`config.mk`:
```
export PLATFORM = sky130hd
export DESIGN_NAME = crc_check_rx
export DESIGN_NICKNAME = d
export VERILOG_FILES = /design/src/rtl/crc_check_rx.sv
export SDC_FILE = /design/constraint.sdc
export NUM_CORES = 1
export LEC_CHECK = 0
export CORE_ASPECT_RATIO = 0.7
export CORE_UTILIZATION = 47
export CTS_CLUSTER_SIZE = 28
export DETAILED_ROUTE_END_ITERATION = 16
export PLACE_DENSITY_LB_ADDON = 0.2
export SYNTH_ARGS = -nofsm -noshare
export SYNTH_HDL_FRONTEND = slang
export SYNTH_SLANG_ARGS = --single-unit
```
`constraint.sdc`:
```
create_clock -name i_clk -period 1.5 [get_ports i_clk]
set_clock_uncertainty 0.1 [all_clocks]
set_input_delay 0.225 -clock i_clk [delete_from_list [all_inputs] [get_ports i_clk]]
set_output_delay 0.225 -clock i_clk [all_outputs]
set_load 0.01 [all_outputs]
```
`src/rtl/crc_check_rx.sv`:
```
// rtl/crc_check_rx.sv - serial MSB-first CRC checker that recovers the data word and flags remainder errors
// Optional error counter output o_err_cnt is built when CRC_CHECK_STATS_EN is defined.
module crc_check_rx #(
   parameter int                  DATA_BITS = 4,
   parameter int                  CRC_BITS  = 3,
   parameter logic [CRC_BITS-1:0] POLY      = 3'b011
) (
   input  logic                 i_clk,
   input  logic                 i_rst,
   input  logic                 i_valid,
   input  logic                 i_sof,
   input  logic                 i_bit,
   output logic [DATA_BITS-1:0] o_data,
   output logic                 o_frame_valid,
   output logic                 o_crc_err,
`ifdef CRC_CHECK_STATS_EN
   output logic [7:0]           o_err_cnt,
`endif
   output logic                 o_busy
);

   localparam int N     = DATA_BITS + CRC_BITS;
   localparam int CNT_W = $clog2(N);
   localparam logic [CNT_W-1:0] LAST_C      = CNT_W'(N - 1);
   localparam logic [CNT_W-1:0] DATA_BITS_C = CNT_W'(DATA_BITS);

   typedef enum logic {IDLE, RECV} state_t;

   state_t               state_q, state_d;
   logic [CRC_BITS-1:0]  rem_q, rem_d;
   logic [CNT_W-1:0]     count_q, count_d;
   logic [DATA_BITS-1:0] data_q, data_d;
   logic [DATA_BITS-1:0] o_data_q, o_data_d;
   logic                 o_frame_valid_q, o_frame_valid_d;
   logic                 o_crc_err_q, o_crc_err_d;

   logic                 accept;
   logic [CRC_BITS-1:0]  rem_base, rem_next;
   logic [CNT_W-1:0]     count_base;
   logic [DATA_BITS-1:0] data_base, data_next;

`ifdef CRC_CHECK_STATS_EN
   logic [7:0]           err_cnt_q, err_cnt_d;
`endif

   always_comb begin
      state_d         = state_q;
      rem_d           = rem_q;
      count_d         = count_q;
      data_d          = data_q;
      o_data_d        = o_data_q;
      o_frame_valid_d = 1'b0;
      o_crc_err_d     = o_crc_err_q;

      accept = i_valid && ((state_q == RECV) || i_sof);

      // A sof bit restarts the frame: it is applied on top of cleared state.
      rem_base   = i_sof ? '0 : rem_q;
      count_base = i_sof ? '0 : count_q;
      data_base  = i_sof ? '0 : data_q;

      rem_next  = {rem_base[CRC_BITS-2:0], i_bit} ^ (rem_base[CRC_BITS-1] ? POLY : '0);
      data_next = (count_base < DATA_BITS_C) ? {data_base[DATA_BITS-2:0], i_bit} : data_base;

      if (accept) begin
         rem_d  = rem_next;
         data_d = data_next;
         if (!i_sof && (count_q == LAST_C)) begin
            state_d         = IDLE;
            count_d         = '0;
            o_frame_valid_d = 1'b1;
            o_data_d        = data_next;
            o_crc_err_d     = |rem_next;
         end else begin
            state_d = RECV;
            count_d = count_base + 1'b1;
         end
      end
   end

`ifdef CRC_CHECK_STATS_EN
   always_comb begin
      err_cnt_d = err_cnt_q;
      if (o_frame_valid_d && o_crc_err_d && (err_cnt_q != 8'hFF)) begin
         err_cnt_d = err_cnt_q + 8'd1;
      end
   end

   always_ff @(posedge i_clk or posedge i_rst) begin
      if (i_rst) begin
         err_cnt_q <= '0;
      end else begin
         err_cnt_q <= err_cnt_d;
      end
   end

   assign o_err_cnt = err_cnt_q;
`endif

   always_ff @(posedge i_clk or posedge i_rst) begin
      if (i_rst) begin
         state_q         <= IDLE;
         rem_q           <= '0;
         count_q         <= '0;
         data_q          <= '0;
         o_data_q        <= '0;
         o_frame_valid_q <= 1'b0;
         o_crc_err_q     <= 1'b0;
      end else begin
         state_q         <= state_d;
         rem_q           <= rem_d;
         count_q         <= count_d;
         data_q          <= data_d;
         o_data_q        <= o_data_d;
         o_frame_valid_q <= o_frame_valid_d;
         o_crc_err_q     <= o_crc_err_d;
      end
   end

   assign o_data        = o_data_q;
   assign o_frame_valid = o_frame_valid_q;
   assign o_crc_err     = o_crc_err_q;
   assign o_busy        = (state_q == RECV);

endmodule

```
Word level (Yosys, flattened, before mapping). Cells that the tools add are included.

Flip-flop bits (word level): 17. Output and inout bits: 7. Input bits: 5. Logic and storage cells: 26.

Bitwise operators: 1. Reductions and logical operators: 6. Mux-type cells: 9. Eq/ne operators: 1. Order comparisons: 1. Add/sub/neg operators: 1.

Operator list (count): 3-bit 2-to-1 mux (3); 4-bit 2-to-1 mux (2); 3-bit by 1-bit adder with 3-bit output, second input constant (1); 3-bit equality test, second input constant (1); 3-bit less-than comparator, second input constant (1); 1-bit 2-to-1 mux (3); 3-bit OR reduction (1); 3-bit by 2-bit XOR with 3-bit output (1); 1-bit logical AND (2); 2-bit 2-to-1 mux (1); 2-bit AND reduction (1); 1-bit zero test (1); 1-bit logical OR (1).

Depth between registers and ports, before layout. Gate-level depths: netlist (run 1).

Word-level depth: 4. Gate-level depth with buffers: 6. Depth with buffers taken out: 4.

Least setup slack after synthesis (run 1). No wires, ideal clock.

Path type: register -> register. From: reg count_q[0]. To: reg o_data_q[0] (netlist: o_data[0]). Clock period less this slack: 1554 ps. Buffers on the path: 1. Required time: 1275 ps. Path slack: -54 ps. Arrival time: 1329 ps. Setup time: 125 ps. Cell stages (with the launch flop): 5. Cell sequence: dfrtp_1 > nor4bb_4 > and3_1 > buf_6 > mux2_4.

Word-level cells in the longest chain between the ends: 3. Elaborated cells between the ends (all ways): 6. Those cells by class: order compare: 1; eq/ne: 1; mux: 2; reduce/logical: 2.

Ends and longest elaborated chain: start, declared (RTL line 31) `logic [CNT_W-1:0] count_q, count_d;`; start signal, assigned (RTL line 112) `count_q <= count_d;`; 3-bit 2-to-1 mux or 3-bit equality test (tied branches) (RTL line 59, 68); 3-bit less-than comparator or 1-bit logical AND (tied branches) (RTL line 63, 68); 4-bit 2-to-1 mux or 2-bit AND reduction (tied branches); end signal, assigned (RTL line 114) `o_data_q <= o_data_d;`; end, declared (RTL line 33) `logic [DATA_BITS-1:0] o_data_q, o_data_d;`.

Parallel ways exist; a longest one is shown, timed or not. A chain may end at the register's enable or synchronous reset.

Final worst setup path (run 1).
From: reg count_q[0]. To: reg o_data_q[1] (netlist: o_data[1]).

Same word-level chain as after synthesis.

==> out/qor.csv, run 1 <==
metric;value;unit
Final TNS setup;-0.304;ns
sequential area share after synthesis;48.3;%
Post-synth EDFFs;0;
Antenna diodes;0;
Tightest Hold Check Type;primary input to async pin;
CP Buf/Inv Count;1;
First-pass DRT Iterations;4;
post-synthesis register bit count;17;
Async S/R FF share, synth;100;%
Slew @ Worst Pin;0.241;ns
# fillers;132;
Synth area leader;dfrtp_1;
Avg WL per Cell;13.3;um
Bufs on Longest Clock Path;2;
RSZ-0062 raised after global routing;true;
Mapped Nets;86;
reg-to-reg critical path startpoint;count_q[0];
Die Y;38.2;um
synth top area cells;dfrtp_1, mux2_4, a22o_1;
Critical Path Max Stage Delay;0.43;ns
Syn Area/Cell;11.0;um2
post-route setup slack;-0.0865;ns
failing checks;negative setup slack;
CTS tree;built;
DR vias;656;
MaxCap Viol Count;0;
hold buffers post-CTS;0;
Core Util, Final;68.8;%
FP Rows;12;
global placement routability congestion;0.815;
Die ar.;2050;um2
core area;1670;um2
Syn. warnings;0;
Tot Pwr;1.02;mW
TritonCTS Buffers;3;
crit path cell chain;nor4bb_4 > and3_1 > buf_6 > mux2_4;
top_reg_cell synth;dfrtp_1;
total grt overflow;0;
Worst R2R End;o_data[1];
vias in the first global route;589;
PD cells;886;nW/um2
clk slew on worst S/H paths;0.10;ns
mean number of vias per cell;5.09;
relative slew slack;83.9;%
DP HPWL;1250;um
drt total wl;1720;um
startpoint types;flop;
Die Wd;53.7;um
synth-to-layout area growth;30.1;%
outcome;finished, violations left;
worst setup path class;flop to flop;
sequential power share;53.1;%
Layout Cells excl Fill;129;
clk_lat worst skew;0.29;ns
P_int;0.737;mW
combinational share of power;23.1;%
root buffer cell;clkbuf_4;
r2r setup slk;-0.09;ns
clk sink count;17;
Total GRT Usage;20.8;%
Tmin final;1.59;ns
drt drc;0;
Post-Syn Area;881;um2
Setup crit end kind;flop;
initial antenna violation count;0;
switch share;27.4;%
Clk pwr share;23.8;%
path depth of the worst reg2reg path;4;
Final Hold Vio Count;0;
DP Cell Count;124;
layout cells sized above 1;28.7;%
largest net degree at the start of global routing;18;
Critical Path RT;1.58;ns
nets@finish;115;
NetSw;0.279;mW
cell family with most CP delay;simple AND/OR/NAND/NOR gates;
Port-buffer cells;11;
most frequent cell after synthesis;dfrtp_1;
Post-Synthesis Cells;80;
CP max stage cell;dfrtp_1;
Synth cell types;27;
remaining antenna violation count;0;
peak supply drop;0.000664;V
H-tree depth;1;
fin. max-slew vios;0;
initial core utilization;52.9;%
crit path max fanout;6;
IO Pins;12;
Final period util;106;%
leak pwr;0.560;nW
first-pass GRT wire length;2770;um
Post-synth top cells;dfrtp_1, nand2_1, nor2_1, o21ai_0, nor2b_1;
Initial DRC Count;8;
setup violators final;4;
top cell type's share of synthesized area;48.3;%
Fmax;630;MHz
Worst EP arrival;1.66;ns
-- worst max path at each step --
stage	from	end	slack, ns	cells after the start
floorplan	count_q[0]	o_data[0]	-0.03	4
global placement	i_sof	o_data[3]	-0.44	5
detailed placement	i_sof	o_data[1]	-0.46	5
CTS	count_q[0]	o_data[1]	-0.11	4
global route	count_q[0]	o_data[1]	-0.15	4
finish	count_q[0]	o_data[1]	-0.09	4
-- routing by layer --
metal  global-route usage, %  share of wire, %
met1                    27.9                51
met2                    30.6                43
met3                    7.14               4.8
met4                    7.89               1.2
met5                       0                 0
-- repair_timing --
item / in CTS / in global routing
pin swaps: 2 / 2
endpoints found under the hold margin: 0 / 0
resized for setup: 9 / 2
setup endpoints to repair: 16 / 10
buffers inserted: 1 / 0
-- placed cells by master (no fill, tap or decap) --
master	count
mux2_4	4
o21bai_1	1
clkbuf_4	3
nand4b_1	1
clkbuf_1	1
nor3_1	2
a22o_1	4
a31oi_1	1
mux2_2	2
nand2b_1	2
dlymetal6s2s_1	1
nor4bb_4	1
inv_1	2
nor2_1	6
buf_6	1
dfrtp_1	17
ha_1	1
and3_1	1
o31ai_1	1
buf_4	17
a21oi_1	1
o21ai_0	6
o31ai_2	1
xnor2_1	2
nor2b_1	5
nand2_1	8
o21a_2	1
clkdlybuf4s50_1	3
a22oi_1	1
mux2i_1	3
a31o_2	1
dlygate4sd2_1	7
-- power by group through the flow --
stage	logic, mW	registers, mW	clock network (mW)
global placement	0.234	0.546	0
detailed placement	0.239	0.549	0
floorplan	0.136	0.549	0
CTS	0.234	0.539	0.248
global route	0.257	0.545	0.264
finish	0.234	0.539	0.242
-- sequential cells by signal (all words and copies together), names as in the netlist --
signal         cells
count_q            3
rem_q              3
data_q             4
o_crc_err          1
o_frame_valid      1
o_busy             1
o_data             4
-- cells by family (layout without fill, tap and decap cells) --
| logic type | Yosys count | count (layout) | share of synthesized area (%) |
|---|---|---|---|
| and+or+nand+nor | 26 | 26 | 16.6 |
| AOI/OAI and AO/OA | 18 | 18 | 13.9 |
| DFF | 17 | 17 | 48.3 |
| muxes | 9 | 9 | 12.8 |
| buffers and inverters | 7 | 35 | 4.97 |
| xor gates and xnor gates | 2 | 2 | 1.99 |
| adders and majority gates | 1 | 1 | 1.42 |
-- cell type report --
class	instances	area, um2	area share (%)
repair buffers	29	243	21.2
clock buffers	4	26.3	2.29
inverters	2	7.51	0.655
well taps	21	26.3	2.29
multi-input cells	56	418	36.5
flip-flops and latches	17	425	37.1
-- through the flow --
step	setup slack [ns]	hold WS, ns	area [um2]
floorplan	-0.0349	0.0511	881
global placement	-0.438	0.387	1110
detailed placement	-0.464	0.385	1110
CTS	-0.110	0.139	1140
global route	-0.145	0.183	1150
finish	-0.0865	0.130	1150
-- worst register-to-register path, delay by kind of cell, from the launching register on --
family | cells | cell delay [ns]
buffers and inverters | 1 | 0.13
DFF | 1 | 0.43
muxes | 1 | 0.30
and+or+nand+nor | 2 | 0.52
(Power assumes the default switching activity.)
==> run 2, diff against run 1 <==
--- a/config.mk
+++ b/config.mk
@@ -6,10 +6,11 @@
 export NUM_CORES = 1
 export LEC_CHECK = 0
 export CORE_ASPECT_RATIO = 0.7
-export CORE_UTILIZATION = 47
+export CORE_UTILIZATION = 40
+export CTS_CLUSTER_DIAMETER = 200
 export CTS_CLUSTER_SIZE = 28
 export DETAILED_ROUTE_END_ITERATION = 16
-export PLACE_DENSITY_LB_ADDON = 0.2
+export PLACE_DENSITY = 0.73
 export SYNTH_ARGS = -nofsm -noshare
 export SYNTH_HDL_FRONTEND = slang
 export SYNTH_SLANG_ARGS = --single-unit
==> run 2 against run 1 <==
Compared with the run above: the run still ends with negative setup slack left; die area grew 17%; non-clock buffer count rose by 3; combinational power grew 7%; maximum frequency up 1.9%; design area up 4.8%; worst setup slack improved by 0.029 ns; worst hold slack worse by 0.0059 ns; critical endpoint is now o_data[2]; largest cell class is now multi-input gates; highest routed layer unchanged.
==> out/qor.csv, run 2 (synthesis results as in run 1) <==
metric;value;unit
outcome;finished, violations left;
failing checks;negative setup slack;
total grt overflow;0;
Port-buffer cells;11;
Bufs on Longest Clock Path;2;
First-pass DRT Iterations;4;
Final period util;104;%
mean number of vias per cell;4.95;
Final Hold Vio Count;0;
peak supply drop;0.000409;V
synth-to-layout area growth;36.4;%
Setup crit end kind;flop;
Crit. Startpoint;count_q[0];
startpoint types;flop;
TritonCTS Buffers;3;
initial core utilization;44.8;%
Hold WS;0.124;ns
Critical Path RT;1.60;ns
initial antenna violation count;0;
Core Util, Final;61.0;%
remaining antenna violation count;0;
clk slew on worst S/H paths;0.10;ns
crit path max fanout;6;
Avg WL per Cell;13.3;um
global placement routability congestion;0.792;
clk_lat worst skew;0.31;ns
vias in the first global route;731;
r2r setup slk;-0.06;ns
Register Area;425;um2
PD cells;870;nW/um2
Slew @ Worst Pin;0.227;ns
Tmin final;1.56;ns
Antenna diodes;0;
multi-input logic area;430;um2
DP HPWL;1300;um
fin. max-slew vios;0;
Die ar.;2400;um2
reg-to-reg critical path startpoint;count_q[0];
Layout Cells excl Fill;141;
Worst EP arrival;1.65;ns
H-tree depth;1;
IO Pins;12;
Tightest Hold Check Type;primary input to async pin;
Initial DRC Count;18;
dpl ws;-0.400;ns
FP Rows;13;
first-pass GRT wire length;3330;um
most common cell after layout, fill and taps aside;buf_4;
CTS tree;built;
root buffer cell;clkbuf_4;
core area;1970;um2
Fmax;642;MHz
drt total wl;1880;um
RSZ-0062 raised after global routing;true;
nets@finish;118;
Total GRT Usage;20.4;%
relative slew slack;84.7;%
MaxCap Viol Count;0;
largest net degree at the start of global routing;18;
setup violators final;4;
leak pwr;0.573;nW
# fillers;177;
layout cells sized above 1;34.2;%
Die Wd;58.1;um
worst setup path class;flop to flop;
DP Cell Count;134;
clk sink count;17;
drt drc;0;
Final TNS setup;-0.216;ns
commonest cells after routing, fill and taps aside;buf_4, dfrtp_1, nand2_1, dlygate4sd2_1, nor2_1;
DR vias;698;
post-route setup slack;-0.0573;ns
Die Y;41.3;um
run 2: through the flow:
stage	cell area [um2]	power (mW)
2_1_floorplan	881	0.685
6_report	1200	1.04
3_5_place_dp	1130	0.789
5_1_grt	1200	1.11
3_3_place_gp	1130	0.782
4_1_cts	1180	1.06
run 2: worst paths after layout:
kind,endpoint,cells past startpoint
max in group asynchronous,rem_q[2],3
worst max register to register,o_data[2],4
worst min register to register,data_q[3],1
worst min-delay path,o_data[0],3
min in group i_clk,data_q[1],3
worst max-delay path,o_data[2],4
run 2: area by class of cell:
type / count / share of cell area (%)
Multi-Input combinational cell: 56 / 35.8
Sequential cell: 17 / 35.4
Timing Repair Buffer: 32 / 22.7
Tap cell: 30 / 3.13
Clock buffer: 3 / 1.88
Inverter: 2 / 0.625
Clock inverter: 1 / 0.417
run 2: timing repair:
item	CTS	global route
cloned	1	0
hold buffers	0	0
pin swaps	1	3
setup endpoints to repair	14	15
resized for setup	10	6
setup buffers	2	0
run 2: worst max-delay path: stages (launching register included):
cell and delay [ns]:
dfrtp_1 0.42, nor4bb_4 0.28, and3_1 0.21, buf_6 0.14, mux2_4 0.29
run 2: per-layer routing:
metal,track usage [%],part of all wire [%],up-vias
met1,23.6,50,332
met4,8.93,1.3,0
li1,-,-,345
met2,36.2,44,17
met3,6.62,4.8,4
met5,0,0,-
run 2: power by group:
group / internal, mW / switching, mW
sequential: 0.501 / 0.0364
clock: 0.0997 / 0.157
combinational: 0.142 / 0.109
==> run 3, diff against run 2 <==
--- a/config.mk
+++ b/config.mk
@@ -11,6 +11,7 @@
 export CTS_CLUSTER_SIZE = 28
 export DETAILED_ROUTE_END_ITERATION = 16
 export PLACE_DENSITY = 0.73
+export RECOVER_POWER = 25
 export SYNTH_ARGS = -nofsm -noshare
 export SYNTH_HDL_FRONTEND = slang
 export SYNTH_SLANG_ARGS = --single-unit
==> run 3 against run 2 <==
Compared with the run above: the flow still finishes with violations (negative setup slack); combinational power about the same; worst hold slack improved by 0.15 ns; global-route usage did not move; worst setup slack worse by 0.0011 ns; critical endpoint unchanged; sequential share of layout area increased by 0.11 points; cell count stayed put; design area decreased by 0.31%; clock power about the same; core utilization is 0.19 points lower.
==> out/qor.csv, run 3 (synthesis results as in run 1) <==
metric;value;unit
Die ar.;2400;um2
peak supply drop;0.000409;V
Critical Path RT;1.60;ns
hold buffers post-CTS;0;
largest net degree at the start of global routing;18;
synth-to-layout area growth;35.9;%
failing checks;negative setup slack;
global placement routability congestion;0.792;
Tmin final;1.56;ns
Die Wd;58.1;um
reg-to-reg critical path startpoint;count_q[0];
PD cells;871;nW/um2
layout cells sized above 1;33.3;%
dpl ws;-0.400;ns
core area;1970;um2
FP Rows;13;
CTS tree;built;
H-tree depth;1;
Final period util;104;%
Crit. Startpoint;count_q[0];
MaxCap Viol Count;0;
Avg WL per Cell;13.4;um
initial antenna violation count;0;
Slew @ Worst Pin;0.907;ns
TritonCTS Buffers;3;
Final Hold Vio Count;0;
First-pass DRT Iterations;4;
Total GRT Usage;20.4;%
initial core utilization;44.8;%
leak pwr;0.570;nW
vias in the first global route;731;
# fillers;177;
total grt overflow;0;
Initial DRC Count;16;
Port-buffer cells;11;
root buffer cell;clkbuf_4;
clk sink count;17;
drt total wl;1890;um
Setup crit end kind;flop;
Die Y;41.3;um
DR vias;697;
Worst R2R End;o_data[2];
IO Pins;12;
mean number of vias per cell;4.94;
r2r setup slk;-0.06;ns
Hold WS;0.275;ns
Antenna diodes;0;
drt drc;0;
commonest cells after routing, fill and taps aside;dfrtp_1, buf_4, nand2_1, dlygate4sd2_1, nor2_1;
worst setup path end;o_data[2];
post-route setup slack;-0.0584;ns
crit path max fanout;6;
Bufs on Longest Clock Path;2;
relative slew slack;39.5;%
Tightest Hold Check Type;primary input to flop;
clk slew on worst S/H paths;0.10;ns
nets@finish;118;
DP HPWL;1300;um
Fmax;642;MHz
RSZ-0062 raised after global routing;true;
outcome;finished, violations left;
Final TNS setup;-0.219;ns
first-pass GRT wire length;3330;um
startpoint types;flop;
worst setup path class;flop to flop;
Worst EP arrival;1.65;ns
clk_lat worst skew;0.31;ns
remaining antenna violation count;0;
fin. max-slew vios;0;
setup violators final;4;
path depth of the worst reg2reg path;4;
[run 3: what timing repair did]
| action | 4_1_cts | 5_1_grt |
|---|---|---|
| hold endpoints to repair | 0 | 0 |
| resized for setup | 10 | 6 |
| setup endpoints to repair | 14 | 15 |
| setup buffers | 2 | 0 |
| pin swaps | 1 | 3 |
| cloned | 1 | 0 |
[run 3: critical path, stage by stage (launching register included)]
cell	delay (ns)
dfrtp_1	0.42
nor4bb_4	0.28
and3_1	0.21
buf_6	0.14
mux2_4	0.29
[run 3: report_power, final]
| part | switching, mW | internal (mW) |
|---|---|---|
| Sequential | 0.0363 | 0.501 |
| Clock | 0.157 | 0.0997 |
| Combinational | 0.109 | 0.140 |
[run 3: per-layer routing]
layer	vias to the layer above	track usage [%]	share of wire, %
met2	17	36.2	44
met3	4	6.62	4.8
li1	345	-	-
met4	0	8.93	1.3
met1	331	23.6	49
met5	-	0	0
[run 3: metrics by stage]
| stage | utilization (%) | cells | cell area, um2 | power (mW) |
|---|---|---|---|---|
| after floorplan | - | 80 | 881 | 0.685 |
| after global placement | 57.3 | 134 | 1130 | 0.782 |
| after detailed placement | 57.3 | 134 | 1130 | 0.789 |
| final | 60.8 | 141 | 1200 | 1.04 |
| after global routing | 60.8 | 141 | 1200 | 1.10 |
| after CTS | 59.9 | 141 | 1180 | 1.06 |
[run 3: worst min path at each step]
stage | cells after the start | start | to | slack [ns]
5_1_grt | 3 | i_sof | data_q[1] | 0.29
2_1_floorplan | 1 | i_rst | count_q[0] | 0.05
3_5_place_dp | 1 | data_q[3] | data_q[3] | 0.39
3_3_place_gp | 1 | data_q[3] | data_q[3] | 0.39
4_1_cts | 3 | i_rst | rem_q[0] | 0.12
6_report | 3 | i_sof | data_q[1] | 0.28
[run 3: cell type report]
class	count	area, um2	area share, %
repair buffers	32	269	22.5
flip-flops and latches	17	425	35.5
multi-input cells	56	430	35.9
clock buffers	3	22.5	1.88
inverters	2	7.51	0.627
well taps	30	37.5	3.13
clock inverters	1	5.00	0.418
